### config.mk
export PLATFORM = sky130hd
export DESIGN_NAME = adc_result_fifo
export DESIGN_NICKNAME = d
export VERILOG_FILES = /design/src/rtl/adc_result_fifo.sv
export SDC_FILE = /design/constraint.sdc
export NUM_CORES = 1
export LEC_CHECK = 0
export ABC_AREA = 1
export CORE_MARGIN = 1
export CORE_UTILIZATION = 45
export CTS_CLUSTER_SIZE = 20
export DETAILED_ROUTE_END_ITERATION = 7
export GPL_ROUTABILITY_DRIVEN = 0
export PLACE_DENSITY = 0.72
export SLEW_MARGIN = 25
export SYNTH_ARGS = -nofsm -noshare
export SYNTH_HDL_FRONTEND = slang
export SYNTH_SLANG_ARGS = --single-unit
export TNS_END_PERCENT = 10
### constraint.sdc
create_clock -name clk -period 2.2 [get_ports clk]
set_input_delay 0.44 -clock clk [delete_from_list [all_inputs] [get_ports clk]]
set_output_delay 0.44 -clock clk [all_outputs]
set_load 0.05 [all_outputs]
### src/rtl/adc_result_fifo.sv
// Captures ADC results on each rising eoc and buffers them in a show-ahead FIFO
// with a valid/ready output and a sticky overflow flag. Optional averaging: ADC_AVG_EN.
module adc_result_fifo #(
    parameter int DW       = 8,
    parameter int DEPTH    = 8,
    parameter int AVG_LOG2 = 2
) (
    input  logic                     clk,
    input  logic                     rst_n,
    input  logic                     en,
    input  logic                     eoc,
    input  logic [DW-1:0]            din,
    input  logic                     clr_ovf,
    input  logic                     m_ready,
    output logic                     m_valid,
    output logic [DW-1:0]            m_data,
    output logic [$clog2(DEPTH):0]   level,
    output logic                     overflow
);

    localparam int AW = $clog2(DEPTH);

    logic [AW-1:0] wr_ptr_q, wr_ptr_d;
    logic [AW-1:0] rd_ptr_q, rd_ptr_d;
    logic [AW:0]   level_q, level_d;
    logic          overflow_q, overflow_d;
    logic          eoc_q;
    logic [DW-1:0] mem [DEPTH];

    logic          capture;
    logic          push;
    logic [DW-1:0] push_data;
    logic          full;
    logic          pop;
    logic          accept;
    logic          drop;

    // eoc_q resets high so an eoc already asserted at reset release is not an edge.
    assign capture = en & eoc & ~eoc_q;

`ifdef ADC_AVG_EN
    logic [DW+AVG_LOG2-1:0] acc_q, acc_d, acc_sum;
    logic [AVG_LOG2-1:0]    cnt_q, cnt_d;

    assign acc_sum = acc_q + (DW+AVG_LOG2)'(din);

    always_comb begin
        acc_d     = acc_q;
        cnt_d     = cnt_q;
        push      = 1'b0;
        push_data = acc_sum[DW+AVG_LOG2-1:AVG_LOG2];
        if (!en) begin
            acc_d = '0;
            cnt_d = '0;
        end else if (capture) begin
            if (&cnt_q) begin
                push  = 1'b1;
                acc_d = '0;
                cnt_d = '0;
            end else begin
                acc_d = acc_sum;
                cnt_d = cnt_q + 1'b1;
            end
        end
    end

    always_ff @(posedge clk) begin
        if (!rst_n) begin
            acc_q <= '0;
            cnt_q <= '0;
        end else begin
            acc_q <= acc_d;
            cnt_q <= cnt_d;
        end
    end
`else
    // Block size only matters when averaging is built in.
    localparam int unused_avg_log2 = AVG_LOG2;

    assign push      = capture;
    assign push_data = din;
`endif

    // Stream handshake: a result transfers on a clk edge where m_valid & m_ready are
    // both high; m_valid never depends on m_ready, and m_data holds while m_valid & !m_ready.
    assign m_valid  = (level_q != '0);
    assign m_data   = m_valid ? mem[rd_ptr_q] : '0;
    assign level    = level_q;
    assign overflow = overflow_q;

    assign full   = (level_q == (AW+1)'(DEPTH));
    assign pop    = m_valid & m_ready;
    // A pop in the same cycle frees the slot, so a full FIFO still accepts the push.
    assign accept = push & (~full | pop);
    assign drop   = push & full & ~pop;

    always_comb begin
        wr_ptr_d   = accept ? wr_ptr_q + 1'b1 : wr_ptr_q;
        rd_ptr_d   = pop ? rd_ptr_q + 1'b1 : rd_ptr_q;
        overflow_d = drop | (overflow_q & ~clr_ovf);
        level_d    = level_q;
        case ({accept, pop})
            2'b10:   level_d = level_q + 1'b1;
            2'b01:   level_d = level_q - 1'b1;
            default: level_d = level_q;
        endcase
    end

    always_ff @(posedge clk) begin
        if (!rst_n) begin
            wr_ptr_q   <= '0;
            rd_ptr_q   <= '0;
            level_q    <= '0;
            overflow_q <= 1'b0;
            eoc_q      <= 1'b1;
        end else begin
            wr_ptr_q   <= wr_ptr_d;
            rd_ptr_q   <= rd_ptr_d;
            level_q    <= level_d;
            overflow_q <= overflow_d;
            eoc_q      <= eoc;
        end
    end

    always_ff @(posedge clk) begin
        if (rst_n && accept) begin
            mem[wr_ptr_q] <= push_data;
        end
    end

endmodule
[Word-level counts from Yosys, hierarchy flattened]
Memories as Yosys holds them, arrays and structs flattened. A register that Yosys moved wholly into a read port is not among the register bits.
Cells that the tools add are included.
Word-level totals
  memories kept: 1
  output and inout port bits: 14
  input port bits: 14
  logic and storage cells: 35
  bits in writable memories: 64
  bits in registers: 12
Operators by class
  add/sub/neg operators: 4
  eq/ne operators: 3
  reductions and logical operators: 3
  multiplexer cells: 6
  bitwise operators: 13
Memories
  mem: depth 8, width 8, read ports 1, clocked after memory_dff 1, wr ports 1, line 28  | logic [DW-1:0] mem [DEPTH];
Operator list (number)
  $mux W8: 1
  $pmux W4 S2: 1
  $and A1 B1 Y1: 7
  $add A3 B1 Y3 const B: 2
  $mux W3: 2
  $add A4 B1 Y4 const B: 1
  $eq A4 B4 Y1 const B: 1
  $not A1 Y1: 4
  $reduce_bool A4 Y1: 1
  $sub A4 B1 Y4 const B: 1
  $eq A2 B1 Y1 const B: 1
  $eq A2 B2 Y1 const B: 1
  $mux W1: 2
  $or A1 B1 Y1: 2
  $reduce_bool A2 Y1: 1
  $logic_and A1 B1 Y1: 1

[Logic depth before layout (Yosys ltp)]
Gate-level depths: netlist (run 1).
  depth after elaboration: 7
  depth in mapped cells: 14

[Worst setup path after synthesis (run 1)]
OpenSTA, ideal clock, no wires.
  path type: reg2reg
  start point: register level_q[1] (netlist: level[1])
  end point: register level_q[2] (netlist: level[2])
  clock period less this slack: 2.293 ns
  arrival time: 2.178 ns
  data required time: 2.085 ns
  stages on the path, launching flop included: 14
  setup slack: -0.093 ns
  path buffers: 0
  path through: dfxtp_1 nor2_2 nand3_4 nand2_4 inv_2 ha_1 nand2_1 inv_1 nor2_1 ha_1 a21oi_1 xnor2_1 o21ai_0 inv_1
On the way
  longest elaborated chain between the ends: 6
  elaborated cells on any way between the ends: 12
Ends and longest elaborated chain
  start: declaration: line 25  | logic [AW:0] level_q, level_d;
  start signal: assignment: line 119  | level_q <= level_d;
  $reduce_bool A4 Y1 (*): line 86  | assign m_valid = (level_q != '0);
  via m_valid: line 15  | output logic m_valid,
  $and A1 B1 Y1 (*): line 92  | assign pop = m_valid & m_ready;
  via pop: line 34  | logic pop;
  $or A1 B1 Y1: line 94  | assign accept = push & (~full | pop);
  $and A1 B1 Y1: line 94
  $eq A2 B1 Y1 / $eq A2 B2 Y1 (equally long branches): line 102  | case ({accept, pop})
  $pmux W4 S2 / $reduce_bool A2 Y1 (equally long branches)
Mark *: on every way through the listed nets, which the timed path passes. The rest lies on a longest branch.
A chain may end at the register's enable or synchronous reset.

==> reports/metrics.cfg, run 1 <==
[worst_setup_path]
r2r_start=level[1]$_SDFFE_PN0P_
crit_path_end_kind=output port
start_kind=register
slowest_stage=dfxtp_2
worstReg2RegEnd=level[2]$_SDFFE_PN0P_
r2r.worst_path.cells=13
path_max_fanout=17
crit_cells=8
cp_top_family=flip-flops
arrival_ns=1.65
path_buf_inv=2
slowest_delay_ns=0.39
critical_path_class=register to output port
worstPathCellList=buf_6 -> nor2_1 -> nor2_1 -> o21ai_1 -> o211ai_1 -> nand2_1 -> nor2_2 -> buf_6
crit_required_ns=1.76
ff2ff_setup_slack_ns=0.26
endpoint=m_data[2]

[floorplanning]
die_w_um=88.0
core-area_um2=6980
start_util=0.477
num_rows=30
die_height_um=88.0
pin_count=28
dieArea_um2=7750

[layout]
fillers=609
fin_nets=365
final_util=0.574
antenna_cells=0
syn_to_final_growth_pct=20.3
drive_above_1_share=0.197
stdcell_area_um2=4010

[sta]
rsz0062_at_grt=no
setup-violations-final=0
post-route-period-util=0.952
worst_pin_slew_ns=0.491
layout_setup_ws_ns=0.106
fin_skew_ns=0.0115
fin_crit_ns=2.09
setup_tns_ns=0
fmax_ghz=0.477
slew_viol_final=0
maxSlewHeadroom=0.672
whs_ns=0.485
finalHoldViolCount=0

[synthesis]
synthCells=297
ys_seq_elements=79
synthTopCellsByArea=edfxtp_1 58%, dfxtp_1 9.0%, nor2_1 8.3%
synth.top_cell.area_share=0.577
synth_common_cells=74 x nor2_1, 64 x edfxtp_1, 28 x o21ai_1, 24 x nand2_1
ys.flop_type=edfxtp_1
synth_area_um2=3330
yosysMostFrequentCell=nor2_1
synth.distinct_cells=31
yosys.area.top_type=edfxtp_1
synth_warnings=0
synthesis.nets=316
synthArstFlopShare=0
avgSynthCellArea_um2=11.2
synth_edf_count=64
ys_seq_area_frac=0.667

[hold_path]
hold_class=register to register

[cts]
htreeDepth=3
cts_root_buf=clkbuf_8
cts_tree=done
ctsHoldBuffers=0
clk_pin_slew_ns=0.08
clock_sinks=79
clockBufferDepth=2
cts_inserted_buffers=9
clock_latency_ns=0.34

[drt]
drt_iter0_drc=132
antenna_left=0
viasPerCell=5.08
first_pass_iters=4
wl_um=6620
drcViolationCount=0
dr_total_vias=2270
wl_per_cell_um=14.8

[grt]
grt_pass1_wl_um=10200
grt_max_degree=21
antenna_found_initial=0
grt_pass1_vias=2148
track_usage=0.184
overflow=0

[placed_design]
port_buffers=27
hpwl_um=4330
post_dp_cell_area_um2=3790
pre_cts_ws_ns=-0.152

[power]
powerDensity_nw_per_um2=1200
leakage_uw=0.00149
peakVddDrop_mv=0.526

[status]
status=completed

[flow_run]
drv_cap=0

[how the worst min path moves through the flow]
stage / startpoint / slack [ns] / end / cells past startpoint
CTS: overflow$_SDFF_PN0_ / 0.49 / overflow$_SDFF_PN0_ / 2
global route: overflow$_SDFF_PN0_ / 0.51 / overflow$_SDFF_PN0_ / 2
global placement: overflow$_SDFF_PN0_ / 0.46 / overflow$_SDFF_PN0_ / 2
detailed placement: overflow$_SDFF_PN0_ / 0.47 / overflow$_SDFF_PN0_ / 2
finish: overflow$_SDFF_PN0_ / 0.49 / overflow$_SDFF_PN0_ / 2
floorplan: rd_ptr_q[0]$_SDFFE_PN0P_ / 0.46 / register / 1
[routing by layer]
metal	up-vias	track usage	part of all wire
met5	-	0	0
met4	0	0.110	0.027
met3	14	0.0283	0.047
met2	58	0.288	0.48
met1	1067	0.243	0.45
li1	1131	-	-
[final cells by class]
| cell class | instances | area (µm²) | area share |
|---|---|---|---|
| multi-input combinational | 187 | 951 | 0.237 |
| inverter | 20 | 77.6 | 0.0194 |
| clock buffer | 9 | 124 | 0.0309 |
| clock inverter | 7 | 55.1 | 0.0137 |
| tap | 96 | 120 | 0.0300 |
| sequential | 79 | 2230 | 0.557 |
| timing repair buffer | 49 | 449 | 0.112 |
[layout by cell type, fill, tap and decap left out, types with 4 or more instances in the layout]
| cell | count |
|---|---|
| inv_2 | 4 |
| ha_1 | 5 |
| nor2_1 | 72 |
| buf_4 | 24 |
| clkdlybuf4s50_1 | 18 |
| dfxtp_2 | 6 |
| clkbuf_8 | 9 |
| o211ai_1 | 8 |
| inv_1 | 15 |
| nand2_1 | 24 |
| dfxtp_1 | 9 |
| o21ai_1 | 28 |
| buf_6 | 4 |
| o21ai_0 | 11 |
| edfxtp_1 | 64 |
| o22ai_1 | 8 |
| nand3_1 | 5 |
| a21oi_1 | 6 |
[worst reg2reg max path: cells and delay by family, from the launching register on]
kind,cells,cell delay [ns]
AND/OR/NAND/NOR,5,0.62
adder cells (fa/ha/maj),2,0.39
flip-flops,1,0.36
AO/OA/AOI/OAI,2,0.21
buffers and inverters,3,0.14
XOR/XNOR,1,0.12
[per-stage QoR]
| step | instances | total power (µW) |
|---|---|---|
| 6_report | 447 | 4800 |
| 5_1_grt | 447 | 5070 |
| 4_1_cts | 447 | 4800 |
| 3_5_place_dp | 430 | 3810 |
| 3_3_place_gp | 430 | 3780 |
| 2_1_floorplan | 297 | 3230 |
[sequential cells by signal, indices dropped and copies added (netlist names), named ones only]
name	count
level	4
rd_ptr_q	3
overflow	1
eoc_q	1
wr_ptr_q	3
mem	64
[cell families (layout without fill, tap and decap cells)]
family          after synthesis  count (layout)  share of synthesized area
simple gates                116             116                      0.151
flops                        79              79                      0.667
compound gates               63              63                      0.106
buf+inv                      31              85                     0.0485
fa+ha+maj                     5               5                     0.0188
xor+xnor                      3               3                    0.00789
[repair_timing]
action,4_1_cts,5_1_grt
setup endpoints to repair,4,4
buffers inserted,1,0
cloned,0,0
endpoints found under the hold margin,0,0
gates resized for setup,7,5
[power breakdown]
group	switching, µW	internal (µW)	total, µW
clock	546	422	967
combinational	1360	705	2060
sequential	85.8	1690	1770
total	1990	2810	4800
(Power assumes the default switching activity.)
==> inputs of run 2 (changes only) <==
--- a/config.mk
+++ b/config.mk
@@ -8,10 +8,12 @@
 export ABC_AREA = 1
 export CORE_MARGIN = 1
 export CORE_UTILIZATION = 45
+export CTS_CLUSTER_DIAMETER = 50
 export CTS_CLUSTER_SIZE = 20
 export DETAILED_ROUTE_END_ITERATION = 7
 export GPL_ROUTABILITY_DRIVEN = 0
 export PLACE_DENSITY = 0.72
+export SETUP_SLACK_MARGIN = 0.2
 export SLEW_MARGIN = 25
 export SYNTH_ARGS = -nofsm -noshare
 export SYNTH_HDL_FRONTEND = slang
==> reports/metrics.cfg, run 2 (synthesis results as in run 1) <==
[status]
status=completed  ; unchanged

[cts]
cts_tree=done  ; unchanged
cts_root_buf=clkbuf_8  ; unchanged
clock_sinks=79  ; unchanged
htreeDepth=3  ; unchanged
clockBufferDepth=2  ; unchanged
clock_latency_ns=0.34  ; about the same
cts_inserted_buffers=9  ; unchanged
ctsHoldBuffers=0  ; unchanged
clk_pin_slew_ns=0.07  ; was 0.08 ns

[worst_setup_path]
path_max_fanout=8  ; was 17
slowest_stage=dfxtp_4  ; was dfxtp_2
arrival_ns=1.66  ; was 1.65 ns
critical_path_class=register to output port  ; unchanged
worstReg2RegEnd=level[2]$_SDFFE_PN0P_  ; unchanged
cp_top_family=buffers and inverters  ; was flip-flops
slowest_delay_ns=0.38  ; was 0.39 ns
r2r.worst_path.cells=13  ; unchanged
ff2ff_setup_slack_ns=0.24  ; was 0.26 ns
crit_path_end_kind=output port  ; unchanged
worstPathCellList=buf_12 -> clkinvlp_4 -> o21ai_1 -> o22ai_1 -> nor2_1 -> nor2_2 -> buf_6  ; was buf_6 -> nor2_1 -> nor2_1 -> o21ai_1 -> o211ai_1 -> nand2_1 -> nor2_2 -> buf_6
r2r_start=level[0]$_SDFFE_PN0P_  ; was level[1]$_SDFFE_PN0P_
crit_required_ns=1.76  ; about the same
start_kind=register  ; unchanged
path_buf_inv=3  ; was 2

[grt]
grt_max_degree=17  ; was 21
antenna_found_initial=0  ; unchanged
grt_pass1_wl_um=11200  ; was 10,200 µm
overflow=0  ; unchanged
grt_pass1_vias=2208  ; was 2,148
track_usage=0.202  ; was 0.184

[layout]
largest_reg_flops=64  ; unchanged
max_flop_register=mem  ; unchanged
syn_to_final_growth_pct=27.2  ; was 20.3%
stdcell_area_um2=4240  ; was 4010 µm²
fin_nets=372  ; was 365
final_util=0.607  ; was 0.574
layout_commonest_cell=nor2_1  ; unchanged
drive_above_1_share=0.232  ; was 0.197
layout_common_cells=70 x nor2_1, 64 x edfxtp_1, 28 x o21ai_1  ; was 72 x nor2_1, 64 x edfxtp_1, 28 x o21ai_1
antenna_cells=0  ; unchanged
fillers=570  ; was 609

[power]
peakVddDrop_mv=0.542  ; was 0.526 mV
powerDensity_nw_per_um2=1230  ; was 1200 nW/µm²
leakage_uw=0.00158  ; was 0.00149 µW

[sta]
setup-violations-final=0  ; unchanged
post-route-period-util=0.956  ; was 0.952
fin_skew_ns=0.00609  ; was 0.0115 ns
fmax_ghz=0.476  ; was 0.477 GHz
layout_setup_ws_ns=0.0973  ; was 0.106 ns
fin_crit_ns=2.10  ; was 2.09 ns
finalHoldViolCount=0  ; unchanged
rsz0062_at_grt=yes  ; was no
worst_pin_slew_ns=0.490  ; was 0.491 ns
maxSlewHeadroom=0.672  ; about the same
slew_viol_final=0  ; unchanged

[drt]
first_pass_iters=4  ; unchanged
wl_met2_um=3230  ; was 3160 µm
drcViolationCount=0  ; unchanged
routed-wl-met3_um=407  ; was 311 µm
dr_total_vias=2351  ; was 2,270
wl_per_cell_um=15.1  ; was 14.8 µm
wl_met1_um=3030  ; was 2960 µm
drt_iter0_drc=149  ; was 132
highest_layer=met4  ; unchanged
antenna_left=0  ; unchanged
wl_um=6820  ; was 6620 µm
viasPerCell=5.19  ; was 5.08

[floorplanning]
dieArea_um2=7750  ; unchanged
pin_count=28  ; unchanged
num_rows=30  ; unchanged
core-area_um2=6980  ; unchanged
start_util=0.477  ; unchanged
die_w_um=88.0  ; unchanged
die_height_um=88.0  ; unchanged

[flow_run]
drv_cap=0  ; unchanged

[placed_design]
pre_cts_ws_ns=-0.122  ; was -0.152 ns
hpwl_um=4320  ; was 4330 µm
port_buffers=27  ; unchanged
post_dp_cell_area_um2=3860  ; was 3790 µm²

[hold_path]
whs_endpoint=overflow$_SDFF_PN0_  ; unchanged
hp-start=overflow$_SDFF_PN0_  ; unchanged
hold_depth=2  ; unchanged
hold_class=register to register  ; unchanged

[run 2: cell count changes in the layout (fill, tap and decap cells not counted), sizes merged]
cell,delta
bufinv,+2
dlygate4sd2,-1
clkbuf,+1
inv,-4
buf,+8
[run 2: repair_timing]
item | in CTS | in global routing
setup buffers | 1 | 2
endpoints found under the setup margin | 8 | 28
gates cloned | 2 | 0
resized for setup | 19 | 8
pin swaps | 4 | 7
[run 2: metal layers]
metal  vias up  global-route usage
met2        72               0.317
met5         -                   0
met3        14              0.0358
li1       1147                   -
met1      1118               0.275
met4         0              0.0968
[run 2: per-stage QoR]
stage / hold slack (ns) / power [µW] / TNS (ns) / instances
2_1_floorplan: 0.463 / 3270 / 0 / 297
3_3_place_gp: 0.456 / 3810 / -0.361 / 433
3_5_place_dp: 0.460 / 3840 / -1.55 / 433
4_1_cts: 0.482 / 5170 / 0 / 451
5_1_grt: 0.492 / 5520 / 0 / 453
6_report: 0.480 / 5230 / 0 / 453
[run 2: how the worst max path moves through the flow]
stage / start / end / slack, ns / depth (start not counted)
floorplan: level[0]$_SDFFE_PN0P_ / level[2]$_SDFFE_PN0P_ / 0.21 / 13
global placement: eoc / level[2]$_SDFFE_PN0P_ / -0.04 / 13
detailed placement: eoc / level[2]$_SDFFE_PN0P_ / -0.12 / 13
CTS: register / m_data[6] / 0.12 / 7
global route: register / m_data[1] / 0.01 / 8
finish: register / m_data[1] / 0.1 / 7
[run 2: where the power goes]
group	switching, µW	internal [µW]
clock network	483	626
registers	100	1700
logic	1440	878
total	2030	3200
[run 2: area by class of cell]
| class | instances | area [µm²] | area share |
|---|---|---|---|
| Clock inverter | 5 | 73.8 | 0.0174 |
| Timing Repair Buffer | 56 | 599 | 0.141 |
| Tap cell | 96 | 120 | 0.0284 |
| Multi-Input combinational cell | 187 | 990 | 0.234 |
| Sequential cell | 79 | 2240 | 0.529 |
| Clock buffer | 10 | 128 | 0.0301 |
| Inverter | 20 | 83.8 | 0.0198 |
[run 2: worst register-to-register path: stages (launching register included)]
cell and delay, ns:
dfxtp_4 0.37, nor2_4 0.15, nand3_4 0.21, nand2_4 0.15, inv_4 0.05, ha_4 0.16, nand2_1 0.07, inv_1 0.05
nor2_1 0.15, ha_2 0.19, a21oi_1 0.04, xnor2_1 0.13, o21ai_1 0.11, inv_1 0.04
==> inputs of run 3 (changes only) <==
--- a/config.mk
+++ b/config.mk
@@ -6,6 +6,7 @@
 export NUM_CORES = 1
 export LEC_CHECK = 0
 export ABC_AREA = 1
+export CAP_MARGIN = 20
 export CORE_MARGIN = 1
 export CORE_UTILIZATION = 45
 export CTS_CLUSTER_DIAMETER = 50
==> results of run 3 <==
No change in the layout: final DEF, timing and power equal those of run 2.
